`src/rtl/pci_bus_arbiter.sv`:
```
// pci_bus_arbiter: central round-robin arbiter sharing one PCI FRAME/IRDY/AD bus
// among NUM_MASTERS initiators through active-low REQ/GNT pairs.
// Optional build macro: ARB_PARK_EN -- park the bus on master PARK_IDX while no
// REQ is low (default build: no parking, all GNT high when nobody requests).
//
// Handshake: a master pulls REQ[i] low to ask for the bus; the arbiter answers by
// driving GNT[i] low from a register (never more than one GNT bit low). The master
// may start a transaction (FRAME low) only while its GNT is low, and keeps REQ low
// for as long as it wants the bus. Bus ownership ends when FRAME and IRDY are both
// sampled high on the same edge.
module pci_bus_arbiter #(
  parameter int NUM_MASTERS   = 4,
  parameter int GRANT_TIMEOUT = 16,
  parameter int PARK_IDX      = 0
) (
  input  logic                           CLK,
  input  logic                           RST,
  input  logic                           FRAME,
  input  logic                           IRDY,
  input  logic [NUM_MASTERS-1:0]         REQ,
  output logic [NUM_MASTERS-1:0]         GNT,
  output logic [$clog2(NUM_MASTERS)-1:0] OWNER,
  output logic                           OWNER_VLD,
  output logic                           TIMEOUT_EV,
  output logic [1:0]                     dbg_state
);

  localparam int OW = $clog2(NUM_MASTERS);
  localparam int TW = $clog2(GRANT_TIMEOUT) + 1;
  localparam logic [TW-1:0] T_LAST = TW'(GRANT_TIMEOUT - 1);
`ifdef ARB_PARK_EN
  localparam logic [OW-1:0] PARK_OWNER = OW'(PARK_IDX);
`endif

  // Reject configurations the arbiter was never meant to support.
  if (NUM_MASTERS < 2 || NUM_MASTERS > 8 || GRANT_TIMEOUT < 1 ||
      PARK_IDX < 0 || PARK_IDX >= NUM_MASTERS) begin : g_bad_cfg
    $error("pci_bus_arbiter: parameter out of range");
  end

  typedef enum logic [1:0] {
    IDLE  = 2'd0,
    GRANT = 2'd1,
    BUSY  = 2'd2,
    DEAD  = 2'd3
  } state_t;

  state_t                 state_q, state_nx;
  logic [NUM_MASTERS-1:0] gnt_q, gnt_nx;
  logic [OW-1:0]          owner_q, owner_nx;
  logic [OW-1:0]          rr_q, rr_nx;
  logic [OW-1:0]          winner;
  logic [TW-1:0]          timer_q, timer_nx;
  logic                   tev_q, tev_nx;
  logic                   win_found;
  logic                   bus_idle;
  logic                   other_req;
  logic                   park_hop;

  function automatic logic [NUM_MASTERS-1:0] onehot(input logic [OW-1:0] idx);
    return NUM_MASTERS'(1) << idx;
  endfunction

  function automatic logic [OW-1:0] wrap_inc(input logic [OW-1:0] idx);
    return (idx == OW'(NUM_MASTERS - 1)) ? '0 : idx + OW'(1);
  endfunction

  // Returns {found, index} of the first low request scanning upward from start.
  function automatic logic [OW:0] pick(input logic [NUM_MASTERS-1:0] req_n,
                                       input logic [OW-1:0] start);
    logic [OW-1:0] idx;
    logic [OW:0]   res;
    idx = start;
    res = '0;
    for (int i = 0; i < NUM_MASTERS; i++) begin
      if (!res[OW] && !req_n[idx]) res = {1'b1, idx};
      idx = wrap_inc(idx);
    end
    return res;
  endfunction

  assign bus_idle             = FRAME & IRDY;
  assign {win_found, winner}  = pick(REQ, rr_q);
  assign other_req            = |(~REQ & ~onehot(owner_q));

  // Leaving a parked grant for a different master needs a turnaround clock.
  always_comb begin
    park_hop = 1'b0;
`ifdef ARB_PARK_EN
    park_hop = (gnt_q == ~onehot(PARK_OWNER)) && (winner != PARK_OWNER);
`endif
  end

  // Next-state, next-grant and bookkeeping for the arbitration FSM.
  always_comb begin
    state_nx = state_q;
    gnt_nx   = gnt_q;
    owner_nx = owner_q;
    rr_nx    = rr_q;
    timer_nx = timer_q;
    tev_nx   = 1'b0;
    case (state_q)
      IDLE, DEAD: begin
        if (win_found && park_hop) begin
          state_nx = DEAD;
          gnt_nx   = '1;
        end else if (win_found) begin
          state_nx = GRANT;
          gnt_nx   = ~onehot(winner);
          owner_nx = winner;
          rr_nx    = wrap_inc(winner);
          timer_nx = '0;
        end else begin
          state_nx = IDLE;
          gnt_nx   = '1;
`ifdef ARB_PARK_EN
          // A master leaving the bus passes through one all-high IDLE clock first.
          if (state_q == IDLE) begin
            gnt_nx   = ~onehot(PARK_OWNER);
            owner_nx = PARK_OWNER;
          end
`endif
        end
      end
      GRANT: begin
        if (!FRAME) begin
          state_nx = BUSY;
        end else if (REQ[owner_q]) begin
          state_nx = DEAD;
          gnt_nx   = '1;
        end else if (timer_q == T_LAST) begin
          state_nx = DEAD;
          gnt_nx   = '1;
          tev_nx   = 1'b1;
        end else if (timer_q != '1) begin
          timer_nx = timer_q + TW'(1);
        end
      end
      BUSY: begin
        if (bus_idle) begin
          if (other_req) begin
            state_nx = DEAD;
            gnt_nx   = '1;
          end else if (!REQ[owner_q] && !gnt_q[owner_q]) begin
            state_nx = GRANT;
            timer_nx = '0;
          end else begin
            state_nx = IDLE;
            gnt_nx   = '1;
          end
        end else if (other_req) begin
          // Owner finishes its current transaction without GNT.
          gnt_nx = '1;
        end
      end
      default: begin
        state_nx = IDLE;
        gnt_nx   = '1;
      end
    endcase
  end

  // State and registered outputs; reset forces every grant off immediately.
  always_ff @(posedge CLK or negedge RST) begin
    if (!RST) begin
      state_q <= IDLE;
      gnt_q   <= '1;
      owner_q <= '0;
      rr_q    <= '0;
      timer_q <= '0;
      tev_q   <= 1'b0;
    end else begin
      state_q <= state_nx;
      gnt_q   <= gnt_nx;
      owner_q <= owner_nx;
      rr_q    <= rr_nx;
      timer_q <= timer_nx;
      tev_q   <= tev_nx;
    end
  end

  assign GNT        = gnt_q;
  assign OWNER      = owner_q;
  assign OWNER_VLD  = ~&gnt_q;
  assign TIMEOUT_EV = tev_q;
  assign dbg_state  = state_q;

endmodule
```
`config.mk`:
```
export PLATFORM = sky130hd
export DESIGN_NAME = pci_bus_arbiter
export DESIGN_NICKNAME = d
export VERILOG_FILES = /design/src/rtl/pci_bus_arbiter.sv
export SDC_FILE = /design/constraint.sdc
export NUM_CORES = 1
export LEC_CHECK = 0
export CORE_ASPECT_RATIO = 1.2
export CORE_MARGIN = 1
export CORE_UTILIZATION = 55
export CTS_CLUSTER_SIZE = 24
export DETAILED_ROUTE_END_ITERATION = 12
export PLACE_DENSITY_LB_ADDON = 0.05
export SETUP_SLACK_MARGIN = 0.15
export SYNTH_ARGS = -nofsm -noshare
export SYNTH_HDL_FRONTEND = slang
export SYNTH_SLANG_ARGS = --single-unit
```
`constraint.sdc`:
```
create_clock -name CLK -period 2.8 [get_ports CLK]
set_clock_uncertainty 0.1 [all_clocks]
set_input_delay 0.7 -clock CLK [delete_from_list [all_inputs] [get_ports CLK]]
set_output_delay 0.7 -clock CLK [all_outputs]
set_load 0.05 [all_outputs]
```
Yosys cells after proc, flatten, opt, wreduce, memory -nomap -nowiden
Cells that the tools add are included.
{"block": "word_totals", "wordCells": 115, "reg_bits": 16, "mem_bits_rw": 0, "romBits": 0, "n_memories": 0, "out_inout_bits": 10, "latchBits": 0, "inputBits": 8}
{"block": "op_classes", "div": 0, "bitwise_logic": 5, "n_mux": 50, "mul": 0, "order_cmp": 5, "n_shift": 2, "n_eq_ne": 21, "n_reduce_logical": 21, "addsub": 5}
{"cell": "5-bit two-way mux", "n": 8}
{"cell": "4-bit two-way mux", "n": 8}
{"cell": "2-bit two-way mux", "n": 9}
{"cell": "2-bit inequality test (second input constant)", "n": 8}
{"cell": "2-bit by 3-bit < comparator with 1-bit output (second input constant)", "n": 5}
{"cell": "5-bit one-hot mux with 3 select lines", "n": 1}
{"cell": "1-bit binary-select mux with 2-bit select", "n": 6}
{"cell": "2-bit == test (second input constant)", "n": 6}
{"cell": "1-bit two-way mux", "n": 12}
{"cell": "3-bit two-way mux", "n": 4}
{"cell": "4-bit NOT", "n": 3}
{"cell": "4-bit one-hot mux with 3 select lines", "n": 1}
{"cell": "1-bit zero test", "n": 9}
{"cell": "3-bit inequality test (second input constant)", "n": 3}
{"cell": "2-bit by 1-bit adder with 2-bit output (second input constant)", "n": 4}
{"cell": "4-bit AND reduction", "n": 2}
{"cell": "8-bit AND reduction", "n": 1}
{"cell": "1-bit by 2-bit left shift with 4-bit output (first input constant)", "n": 2}
{"cell": "2-bit one-hot mux with 3 select lines", "n": 1}
{"cell": "5-bit by 1-bit adder with 5-bit output (second input constant)", "n": 1}
{"cell": "5-bit by 4-bit == test with 1-bit output (second input constant)", "n": 1}
{"cell": "5-bit inequality test (second input constant)", "n": 1}
{"cell": "4-bit bitwise AND", "n": 1}
{"cell": "1-bit logical AND", "n": 4}
{"cell": "other kinds (7)", "n": 8}

Longest topological paths before layout
{"block": "depth", "word_depth": 17, "depth_mapped": 11, "mapped_depth_nobuf": 10}

Worst setup path after synthesis
Ideal clock, no wire load.
{"block": "synth_path", "path_type": "in2reg", "startpoint": "in REQ[0]", "endpoint": "reg gnt_q[3], in the netlist GNT[3]", "arrival_ns": 2.425, "path_slack_ns": 0.193, "path_stages": 9, "path_cell_list": "buf_2 > or3b_1 > a2111oi_0 > o21ai_0 > a22o_1 > inv_2 > ha_1 > nand2_1 > mux2_2"}
{"block": "synth_via", "elab_chain_len": 16}
{"element": "start: declaration", "line_no": "20", "text": "input logic [NUM_MASTERS-1:0] REQ,"}
{"element": "1-bit binary-select mux with 2-bit select", "line_no": "76", "text": "if (!res[OW] && !req_n[idx]) res = {1'b1, idx};"}
{"element": "1-bit two-way mux (implied by the code)", "line_no": "76"}
{"element": "3-bit two-way mux", "line_no": "76"}
{"element": "1-bit zero test", "line_no": "76"}
{"element": "1-bit logical AND", "line_no": "76"}
{"element": "3-bit two-way mux", "line_no": "76"}
{"element": "1-bit zero test", "line_no": "76"}
{"element": "1-bit logical AND", "line_no": "76"}
{"element": "3-bit two-way mux", "line_no": "76"}
{"element": "1-bit zero test", "line_no": "76"}
{"element": "1-bit logical AND", "line_no": "76"}
{"element": "3-bit two-way mux *", "line_no": "76"}
{"element": "named net winner[0]", "line_no": "52", "text": "logic [OW-1:0] winner;"}
{"element": "1-bit by 2-bit left shift with 4-bit output *", "line_no": "61", "text": "return NUM_MASTERS'(1) << idx;"}
{"element": "4-bit NOT *", "line_no": "109", "text": "gnt_nx = ~onehot(winner);"}
{"element": "4-bit two-way mux *", "line_no": "107", "text": "end else if (win_found) begin"}
{"element": "4-bit one-hot mux with 3 select lines *", "line_no": "102", "text": "case (state_q)"}
{"element": "end signal: assignment", "line_no": "174", "text": "gnt_q <= gnt_nx;"}
{"element": "end: declaration", "line_no": "49", "text": "logic [NUM_MASTERS-1:0] gnt_q, gnt_nx;"}
Mark *: on every way through the listed nets, which the timed path passes. The rest lies on a longest branch. The select of a mux whose other input is x is not followed.
A chain may end at the register's enable or synchronous reset.

Final worst setup path
{"block": "layout_path", "startpoint": "reg rr_q[0]", "endpoint": "reg gnt_q[3], in the netlist GNT[3]"}
{"block": "layout_via", "elab_chain_len": 17}
{"element": "start: declaration", "line_no": "51", "text": "logic [OW-1:0] rr_q, rr_nx;"}
{"element": "start signal: assignment", "line_no": "176", "text": "rr_q <= rr_nx;"}
{"element": "branches (longest 12 deep; another with 2-bit by 1-bit adder with 2-bit output)"}
{"element": "3-bit two-way mux *", "line_no": "76"}
{"element": "named net winner[1]", "line_no": "52"}
{"element": "1-bit by 2-bit left shift with 4-bit output *", "line_no": "61"}
{"element": "4-bit NOT *", "line_no": "109"}
{"element": "4-bit two-way mux *", "line_no": "107"}
{"element": "4-bit one-hot mux with 3 select lines *", "line_no": "102"}
Mark *: on every way through the listed nets, which the timed path passes. The select of a mux whose other input is x is not followed.

==> results.md <==
- Run status: finished clean
- Cell area after layout: between 1500 and 2000 sq um
- Mapped Area: roughly 1400 sq um
- Starting Density: 60.26%
- DR vias: about 1300
- Share of layout cells above drive strength 1: roughly a third
- Core area: between 2000 and 2500 sq um
- Die height: 57.91 um
- Post-cts hold buffer count: 0
- Setup CP Type: reg2reg
- Pre-CTS WS: -0.3867 ns
- Largest net degree at the start of global routing: 20
- Adder-Cell Fraction of Synth Area: between 8 and 9%
- Worst setup margin: 0.2330 ns
- DRC Markers: 0
- Vias in the first global route: 1300
- Global-route wire length before repair: around 6000 um
- YS warnings: 0
- Sw Share: roughly 47%
- Hold_ws: about 0.41 ns
- CTS H-tree lvls: 1
- Post-DP Area: around 1800 sq um
- Sequential fraction of design power: 16.9%
- Multiplexer share of the synthesized area: between 10% and 20%
- Simple-gate share of the synthesized area: about a fifth
- CTS tree: yes
- Register area share after synthesis: about 28%
- Core Rows: 19
- Routed WL: roughly 3500 um
- Tot GR Track Use: 27.53%
- Yosys reg bits: 16
- HPWL Detailed: approximately 2700 um
- FF/Latch Area: a little over 400 sq um
- Synthesized area per cell: between 9 and 10 sq um
- Multi-input logic area: approximately 970 sq um
- Placer Congestion: between 0.8 and 0.9
- Top_reg_cell synth: dfrtp_1
- Fill cells: ~170
- Final nets: approximately 210
- Design Power: ~2.5 mW
- VDD IR max: about 1.2 mV
- Vias/cell: roughly 5.9
- Clk network pwr share: 6.6%
- CP arrival: ~2.7 ns
- Grt ovf: 0
- Clock sink total: 16
- Most frequent cells in the layout: 30 x buf_4, 14 x nand2_1, 13 x clkdlybuf4s50_1, 12 x dfrtp_1
- CTS Root Cell: clkbuf_4
- Switch Pwr: roughly 1.2 mW
- Ys async rst share: 100.0%
- Area growth syn-to-layout: 30.74%
- Final hold vios: 0
- Syn nets: 174
- Min Tclk post-route: about 2.6 ns
- CP Launch Type: flip-flop
- Pwr Density: around 1300 nW/um^2
- RSZ-0062 raised after global routing: false
- Most common cell after layout, fill and taps aside: buf_4
- Final setup fails: 0
- WL/cell: roughly 16 um
- First DRT Iteration DRCs: 39
- DIE AREA: approximately 2800 sq um
- Largest family of logic cells by synthesized area: simple AND/OR/NAND/NOR gates
- Measured slew at the worst slew-check pin: approximately 0.78 ns
- Internal: between 1 and 1.5 mW
- Number of synthesized flops with an enable pin: 0
- Critical path required time: around 2.9 ns
- TritonRoute pass-1 iters: 5
- Peak Freq: 389.6 MHz
- Diode count: 0
- Hold Crit Class: reg2reg
- Compound-Gate Fraction of Synth Area: around 17%
- # IOs: 18
- Clk_lat worst skew: around 0.3 ns
- Worst-path fanout max: 6
- Initial antenna violation count: 0
- Leak pwr: approximately 0.8 nW
- CTS buffer count: 3
- Final ANT Viol Nets: 0
- Max Cap Viol: 0
- Slew margin rel.: between 40% and 50%
- CTS clk-pin slew, worst paths: between 0.1 and 0.15 ns
- Element type at the critical path end: flip-flop
- Port Buffer Count: 17
- Post-synthesis cell type count: 47
- Max clock buf depth: 2
- Synth Area in XOR/XNOR: 0%
- Pins Over Slew Limit: 0
- Die W: 48.59 um
- Comb power frac: 76.5%
- Cells after Synth: 156
- Period utilisation layout: about nine tenths
metal layers:
| metal | vias up | track usage [%] | share of wire, % |
|---|---|---|---|
| li1 | 639 | - | - |
| met1 | 640 | 34.46 | 44 |
| met2 | 39 | 49.90 | 50 |
| met3 | 6 | 2.625 | 3.6 |
| met4 | 0 | 9.664 | 1.8 |
| met5 | - | 0 | 0 |
metrics by stage:
step,setup TNS [ns],utilization [%],std cells
detailed placement,-4.317,75.53,221
global route,0,78.79,226
finish,0,78.79,226
floorplan,0,-,156
global placement,-3.602,75.53,221
CTS,0,77.21,225
power by group through the flow:
stage                     Combinational, mW  Clock, mW  Sequential [mW]
after floorplan                        1.10          0            0.504
after global placement                 1.72          0            0.403
after detailed placement               1.76          0            0.411
after CTS                              1.78      0.163            0.407
after global routing                   2.03      0.175            0.428
final                                  1.88      0.162            0.415
cell usage after synthesis (2+ instances only):
master	n	area, sq um
clkbuf_1	4	15.01
a211oi_1	3	22.52
a31oi_1	2	12.51
a221oi_1	2	17.52
nand3b_1	4	30.03
a21oi_1	7	35.03
o21ai_0	5	25.02
o21a_1	2	15.01
nand4_1	2	12.51
nand2_1	14	52.55
nor2_1	10	37.54
dfstp_2	4	105.1
or3_1	2	12.51
or3b_2	2	17.52
mux2_2	5	56.30
or3b_1	2	17.52
dfrtp_1	12	300.3
inv_1	10	37.54
mux4_2	4	90.09
buf_2	6	30.03
nand2b_1	5	31.28
nand3_1	4	20.02
o2bb2ai_1	2	17.52
ha_1	10	125.1
mux2i_1	9	90.09
nor2b_1	3	18.77
path summary, 6_finish.rpt:
kind	from	to	slack, ns	cells past startpoint
worst min-delay path	timer_q[3]	timer_q[3]	0.41	1
worst min register to register	timer_q[3]	timer_q[3]	0.41	1
worst max register to register	rr_q[0]	GNT[3]	0.23	10
worst max-delay path	rr_q[0]	GNT[3]	0.23	10
min in group asynchronous	RST	TIMEOUT_EV	0.74	1
max in group asynchronous	RST	timer_q[1]	1.37	1
flip-flops by register name (all words and copies together), names as in the netlist:
signal,cells
OWNER,2
GNT,4
dbg_state,2
rr_q,2
timer_q,5
TIMEOUT_EV,1
area by class of cell:
class	count	area share (%)
Clock buffer	4	1.937
Inverter	11	2.204
Multi-Input combinational cell	117	51.70
Sequential cell	16	21.64
Tap cell	31	2.071
Timing Repair Buffer	47	20.44
logic make-up (layout without fill, tap and decap cells):
logic type	count (synthesis)	in the layout
and+or+nand+nor	55	55
AOI/OAI and AO/OA	33	33
buffers and inverters	23	62
muxes	19	19
DFF	16	16
adders and majority gates	10	10
worst max-delay path, cell delays in order, from the launching register on:
cell and delay, ns:
dfrtp_1 0.43, ha_4 0.28, or3_1 0.43, a211oi_2 0.28, or3_4 0.18, a31oi_1 0.09, buf_4 0.17, inv_1 0.08
ha_1 0.16, nand2_1 0.05, mux2_2 0.25
timing repair:
action                                  in CTS  in global routing
pin swaps                                    1                  3
hold endpoints to repair                     0                  0
endpoints found under the setup margin      13                 13
gates resized for setup                      8                 16
buffers inserted                             0                  1
Power figures use the tool's default switching activity.
